===== src/rtl/md_issue_ctrl_if.sv =====
// Bundle of the issue-controller request, MDU command/status and writeback signals.
// The slave modport is the controller's view; the master modport is the pipeline/MDU side.
interface md_issue_ctrl_if #(
    parameter int DATA_W = 32
);
    logic              req_valid;
    logic [3:0]        req_op;
    logic [DATA_W-1:0] req_rs;
    logic [DATA_W-1:0] req_rt;
    logic [4:0]        req_dst;
    logic              req_ready;
    logic              mdu_start;
    logic [3:0]        mdu_op;
    logic [DATA_W-1:0] mdu_d1;
    logic [DATA_W-1:0] mdu_d2;
    logic              mdu_busy;
    logic [DATA_W-1:0] mdu_result;
    logic              wb_valid;
    logic [4:0]        wb_dst;
    logic [DATA_W-1:0] wb_data;
    logic              err;

    modport slave (
        input  req_valid, req_op, req_rs, req_rt, req_dst, mdu_busy, mdu_result,
        output req_ready, mdu_start, mdu_op, mdu_d1, mdu_d2, wb_valid, wb_dst, wb_data, err
    );

    modport master (
        output req_valid, req_op, req_rs, req_rt, req_dst, mdu_busy, mdu_result,
        input  req_ready, mdu_start, mdu_op, mdu_d1, mdu_d2, wb_valid, wb_dst, wb_data, err
    );
endinterface


===== src/rtl/md_issue_ctrl.sv =====
// Multiply/divide issue controller: accepts one hi/lo-class instruction at a time,
// drives the MDU command, waits out busy with a watchdog and writes back mfhi/mflo.
module md_issue_ctrl #(
    parameter int DATA_W = 32
) (
    input  logic           clk,
    input  logic           reset,
    md_issue_ctrl_if.slave bus
);
    typedef enum logic [2:0] {IDLE, ISSUE, WAIT, READ, WRITE} state_e;

    localparam logic [3:0] OP_NOP = 4'hF;

    state_e            state_q, state_d;
    logic [3:0]        wdog_q, wdog_d;
    logic [4:0]        dst_q, dst_d;
    logic              err_q, err_d;
    logic              mdu_start_q, mdu_start_d;
    logic [3:0]        mdu_op_q, mdu_op_d;
    logic [DATA_W-1:0] mdu_d1_q, mdu_d1_d;
    logic [DATA_W-1:0] mdu_d2_q, mdu_d2_d;
    logic              wb_valid_q, wb_valid_d;
    logic [4:0]        wb_dst_q, wb_dst_d;
    logic [DATA_W-1:0] wb_data_q, wb_data_d;

    always_ff @(posedge clk) begin
        if (reset) begin
            state_q <= IDLE;
        end else begin
            state_q <= state_d;
        end
    end

    // Command outputs are registered from next-state values so they line up with
    // the state they belong to; rs/rt land directly in the operand registers.
    always_comb begin
        state_d     = state_q;
        wdog_d      = wdog_q;
        dst_d       = dst_q;
        err_d       = 1'b0;
        mdu_start_d = 1'b0;
        mdu_op_d    = OP_NOP;
        mdu_d1_d    = mdu_d1_q;
        mdu_d2_d    = mdu_d2_q;
        wb_valid_d  = 1'b0;
        wb_dst_d    = wb_dst_q;
        wb_data_d   = wb_data_q;
        case (state_q)
            IDLE: begin
                if (bus.req_valid) begin
                    dst_d = bus.req_dst;
                    if (bus.req_op[3]) begin
                        err_d = 1'b1;
                    end else if (bus.req_op[2]) begin
                        state_d     = ISSUE;
                        mdu_start_d = 1'b1;
                        mdu_op_d    = bus.req_op;
                        mdu_d1_d    = bus.req_rs;
                        mdu_d2_d    = bus.req_rt;
                    end else if (bus.req_op[1]) begin
                        state_d  = WRITE;
                        mdu_op_d = bus.req_op;
                        mdu_d1_d = bus.req_rs;
                    end else begin
                        state_d  = READ;
                        mdu_op_d = bus.req_op;
                    end
                end
            end
            ISSUE: begin
                state_d = WAIT;
                wdog_d  = 4'd0;
            end
            WAIT: begin
                wdog_d = wdog_q + 4'd1;
                if (!bus.mdu_busy) begin
                    state_d = IDLE;
                end else if (wdog_q == 4'd15) begin
                    // Counter holds 0 in the first WAIT cycle, so this is the 16th.
                    state_d = IDLE;
                    err_d   = 1'b1;
                end
            end
            READ: begin
                state_d    = IDLE;
                wb_valid_d = 1'b1;
                wb_dst_d   = dst_q;
                wb_data_d  = bus.mdu_result;
            end
            WRITE: begin
                state_d = IDLE;
            end
            default: begin
                state_d = IDLE;
            end
        endcase
    end

    always_ff @(posedge clk) begin
        if (reset) begin
            wdog_q      <= 4'd0;
            dst_q       <= 5'd0;
            err_q       <= 1'b0;
            mdu_start_q <= 1'b0;
            mdu_op_q    <= OP_NOP;
            mdu_d1_q    <= '0;
            mdu_d2_q    <= '0;
            wb_valid_q  <= 1'b0;
            wb_dst_q    <= 5'd0;
            wb_data_q   <= '0;
        end else begin
            wdog_q      <= wdog_d;
            dst_q       <= dst_d;
            err_q       <= err_d;
            mdu_start_q <= mdu_start_d;
            mdu_op_q    <= mdu_op_d;
            mdu_d1_q    <= mdu_d1_d;
            mdu_d2_q    <= mdu_d2_d;
            wb_valid_q  <= wb_valid_d;
            wb_dst_q    <= wb_dst_d;
            wb_data_q   <= wb_data_d;
        end
    end

    assign bus.req_ready = (state_q == IDLE);
    assign bus.mdu_start = mdu_start_q;
    assign bus.mdu_op    = mdu_op_q;
    assign bus.mdu_d1    = mdu_d1_q;
    assign bus.mdu_d2    = mdu_d2_q;
    assign bus.wb_valid  = wb_valid_q;
    assign bus.wb_dst    = wb_dst_q;
    assign bus.wb_data   = wb_data_q;
    assign bus.err       = err_q;

endmodule


===== src/flat_wrapper.sv =====
// flat-port wrapper written by rule: the top's interface ports become plain ports
module md_issue_ctrl_flat 
#(
    parameter int DATA_W = 32
)
  (clk, reset, bus_req_valid, bus_req_op, bus_req_rs, bus_req_rt, bus_req_dst, bus_mdu_busy, bus_mdu_result, bus_req_ready, bus_mdu_start, bus_mdu_op, bus_mdu_d1, bus_mdu_d2, bus_wb_valid, bus_wb_dst, bus_wb_data, bus_err);
  md_issue_ctrl_if #(.DATA_W(DATA_W)) bus_i ();
  input  logic clk;
  input  logic reset;
  input wire logic [$bits(bus_i.req_valid)-1:0] bus_req_valid;
  input wire logic [$bits(bus_i.req_op)-1:0] bus_req_op;
  input wire logic [$bits(bus_i.req_rs)-1:0] bus_req_rs;
  input wire logic [$bits(bus_i.req_rt)-1:0] bus_req_rt;
  input wire logic [$bits(bus_i.req_dst)-1:0] bus_req_dst;
  input wire logic [$bits(bus_i.mdu_busy)-1:0] bus_mdu_busy;
  input wire logic [$bits(bus_i.mdu_result)-1:0] bus_mdu_result;
  output wire logic [$bits(bus_i.req_ready)-1:0] bus_req_ready;
  output wire logic [$bits(bus_i.mdu_start)-1:0] bus_mdu_start;
  output wire logic [$bits(bus_i.mdu_op)-1:0] bus_mdu_op;
  output wire logic [$bits(bus_i.mdu_d1)-1:0] bus_mdu_d1;
  output wire logic [$bits(bus_i.mdu_d2)-1:0] bus_mdu_d2;
  output wire logic [$bits(bus_i.wb_valid)-1:0] bus_wb_valid;
  output wire logic [$bits(bus_i.wb_dst)-1:0] bus_wb_dst;
  output wire logic [$bits(bus_i.wb_data)-1:0] bus_wb_data;
  output wire logic [$bits(bus_i.err)-1:0] bus_err;
  assign bus_i.req_valid = bus_req_valid;
  assign bus_i.req_op = bus_req_op;
  assign bus_i.req_rs = bus_req_rs;
  assign bus_i.req_rt = bus_req_rt;
  assign bus_i.req_dst = bus_req_dst;
  assign bus_i.mdu_busy = bus_mdu_busy;
  assign bus_i.mdu_result = bus_mdu_result;
  assign bus_req_ready = bus_i.req_ready;
  assign bus_mdu_start = bus_i.mdu_start;
  assign bus_mdu_op = bus_i.mdu_op;
  assign bus_mdu_d1 = bus_i.mdu_d1;
  assign bus_mdu_d2 = bus_i.mdu_d2;
  assign bus_wb_valid = bus_i.wb_valid;
  assign bus_wb_dst = bus_i.wb_dst;
  assign bus_wb_data = bus_i.wb_data;
  assign bus_err = bus_i.err;
  md_issue_ctrl #(.DATA_W(DATA_W)) u_core (.clk(clk), .reset(reset), .bus(bus_i));
endmodule

===== config.mk =====
export PLATFORM = sky130hd
export DESIGN_NAME = md_issue_ctrl_flat
export DESIGN_NICKNAME = d
export VERILOG_FILES = /design/src/rtl/md_issue_ctrl_if.sv /design/src/rtl/md_issue_ctrl.sv /design/src/flat_wrapper.sv
export SDC_FILE = /design/constraint.sdc
export NUM_CORES = 1
export LEC_CHECK = 0
export ABC_AREA = 0
export BUFFER_PORTS_ARGS = -buffer_cell sky130_fd_sc_hd__buf_2
export CAP_MARGIN = 20
export CORE_UTILIZATION = 47
export CTS_BUF_LIST = sky130_fd_sc_hd__clkbuf_8 sky130_fd_sc_hd__clkbuf_16
export DETAILED_ROUTE_END_ITERATION = 7
export HOLD_SLACK_MARGIN = 0.06
export MAX_ROUTING_LAYER = met4
export PLACE_DENSITY = 0.81
export SKIP_CTS_REPAIR_TIMING = 1
export SYNTH_ARGS = -nofsm -noshare
export SYNTH_HDL_FRONTEND = slang
export SYNTH_SLANG_ARGS = --single-unit

===== constraint.sdc =====
create_clock -name clk -period 1.8 [get_ports clk]
set_input_delay 0.09 -clock clk [delete_from_list [all_inputs] [get_ports clk]]
set_output_delay 0.09 -clock clk [all_outputs]
set_load 0.01 [all_outputs]

==> out/results.ini <==
[outcome]
status=complete, no violations

[route]
via_count=4924
ant_nets=0
dr.pass1.iters=8
wl_per_cell_um=15.9
post_drt_via_cell_ratio=4.96
drc=0
drt-initial-drc-count=288
wl_mm=15.8

[global_routing]
grt_pass1_wl_mm=19.3
track_usage=0.228
grt-ovfl-total=0
grt_max_degree=90
grt_pass1_vias=4200
antenna_found_initial=0

[pwr]
power.leakage_nw=3.44
power.density_nw_per_um2=856
ir_drop_uv=601
total_power_w=0.00667

[layout]
syn_to_final_growth_pct=56.6
n_antenna_cell=0
nets=954
final_core_util=0.758
layout-drive-gt1-share=0.305

[timing]
hold_viol=0
maxSlewViolCount=0
hold_ws_ns=0.370
min_period_ns=1.55
setup-violations-final=0
fin_crit_sh=0.863
fin_skew_ns=0.00656
tightest_slew_ns=0.364
fin_ws_ns=0.247
relSlewSlack=0.754
grt_setup_unrepaired=false
max_freq_mhz=644
setup_tns_ns=0

[critical_path]
path_cells=nor4b_2 -> nor3b_4 -> buf_12 -> mux2i_1
crit_slowest_cell=dfxtp_1
start_kind=flop
cp.arrival_ns=1.97
cp_slowest_stage_delay_ns=0.33
worst_setup_path_end_kind=flop
cp.required_ns=2.22
critPathKind=reg -> reg
critPathMaxFanout=32

[synthesis]
syn_nets=636
yosysTopAreaCellShare=0.483
synth_area_um2=4980
syn_inst=526
yosys_warnings=0
synthTopCellsByArea=dfxtp_1 (48%), nand2b_1 (17%), mux2i_1 (14%)
syn_avg_cell_area_um2=9.46
synth_edf_count=0
async_flop_share=0
synth_most_common_cell=nand2b_1
yosysSeqAreaShare=0.483
synth.distinct_cells=33
synth_flop_cell=dfxtp_1
yosys_register_bits=120
yosys.area.top_type=dfxtp_1
netlist_top_cells_count=nand2b_1 (133), dfxtp_1 (120), nand2_1 (79), mux2i_1 (70), a21oi_1 (41)

[clock_tree]
clk_path_buf_depth=2
cts_max_level=4
clk_latency_ns=0.50
cts_sinks=120
cts_buffers=17
clockRootBuffer=clkbuf_8
clk_pin_slew_worst_paths_ns=0.06
cts_tree=yes

[die]
dieArea_um2=11000
start_util=0.484
coreArea_um2=10300
die_width_um=105
rows=37
die_y_um=105
ios=218

[place]
pre_cts_slack_ns=0.277
gp_congestion=0.802
dp_hpwl_mm=8.42
io_buffers=217

[worst_hold_path]
worstHoldPathType=in -> reg

[job]
cap_violations=0

## worst max-delay path, delay by kind of cell (launching register included)
| kind | cells | cell delay [ns] |
|---|---|---|
| DFF | 1 | 0.33 |
| buffers and inverters | 1 | 0.27 |
| and+or+nand+nor | 2 | 0.59 |
| muxes | 1 | 0.26 |
## worst paths after layout
path,depth (start not counted),endpoint,slack [ns],startpoint
setup / recovery,4,u_core.bus.mdu_d1[28]$_SDFFE_PP0P_,0.25,u_core.state_q[2]$_SDFFE_PP0P_
hold / removal,4,u_core.dst_q[4]$_SDFFE_PP0P_,0.37,bus_req_dst[4]
hold reg to reg,2,u_core.bus.wb_data[24]$_SDFFE_PP0P_,0.46,u_core.bus.wb_data[24]$_SDFFE_PP0P_
setup reg to reg,4,u_core.bus.mdu_d1[28]$_SDFFE_PP0P_,0.25,u_core.state_q[2]$_SDFFE_PP0P_
## where the power goes
part           switching [W]  internal, W  leakage, nW
clock                0.00116      0.00196        0.289
sequential         0.0000439      0.00274        0.973
combinational       0.000325     0.000446         2.18
## placed cells by master, fill, tap and decap left out, drive strengths merged, types with 2 or more instances in the layout
master       instances
a31oi                2
clkinv               7
or2                  2
a21oi               41
buf                228
nor4bb               2
nand3                5
nand2               79
nor3b                2
inv                  7
dlygate4sd3        112
nand2b             133
dfxtp              120
bufinv               2
nor4b                2
a2111oi              2
mux2i               70
nor2                10
clkbuf              18
## cells by family (layout without fill, tap and decap cells)
group | after synthesis | after routing | share of synthesized area
muxes | 70 | 70 | 0.141
AOI/OAI and AO/OA | 50 | 50 | 0.0550
buffers and inverters | 44 | 375 | 0.0548
adders and majority gates | 1 | 1 | 0.00251
DFF | 120 | 120 | 0.483
and+or+nand+nor | 241 | 241 | 0.264
## through the flow
step	cells	cell area [µm²]
floorplan	526	4980
global placement	849	6130
detailed placement	849	6130
CTS	881	6670
global route	993	7790
finish	993	7790
## state kept, by name, summed over array words and instances (netlist names)
| register | flops |
|---|---|
| u_core.bus.mdu_start | 1 |
| u_core.bus.mdu_op | 4 |
| u_core.state_q | 3 |
| u_core.bus.wb_dst | 5 |
| u_core.wdog_q | 4 |
| u_core.bus.err | 1 |
| u_core.dst_q | 5 |
| u_core.bus.mdu_d2 | 32 |
| u_core.bus.wb_valid | 1 |
| u_core.bus.wb_data | 32 |
| u_core.bus.mdu_d1 | 32 |
## cell type report
cell class,instances,area [µm²]
flip-flops and latches,120,2400
fillers,631,2480
well taps,136,170
clock buffers,18,428
repair buffers,340,2350
inverters,3,11.3
clock inverters,14,118
multi-input cells,362,2310
## routing by layer
metal | vias to the layer above | track usage | part of all wire
met5 | - | - | 0
li1 | 2348 | - | -
met2 | 242 | 0.376 | 0.50
met3 | 30 | 0.0543 | 0.067
met4 | 0 | 0.0855 | 0.021
met1 | 2304 | 0.271 | 0.41
Note: power is estimated with default switching activity, not from simulation.
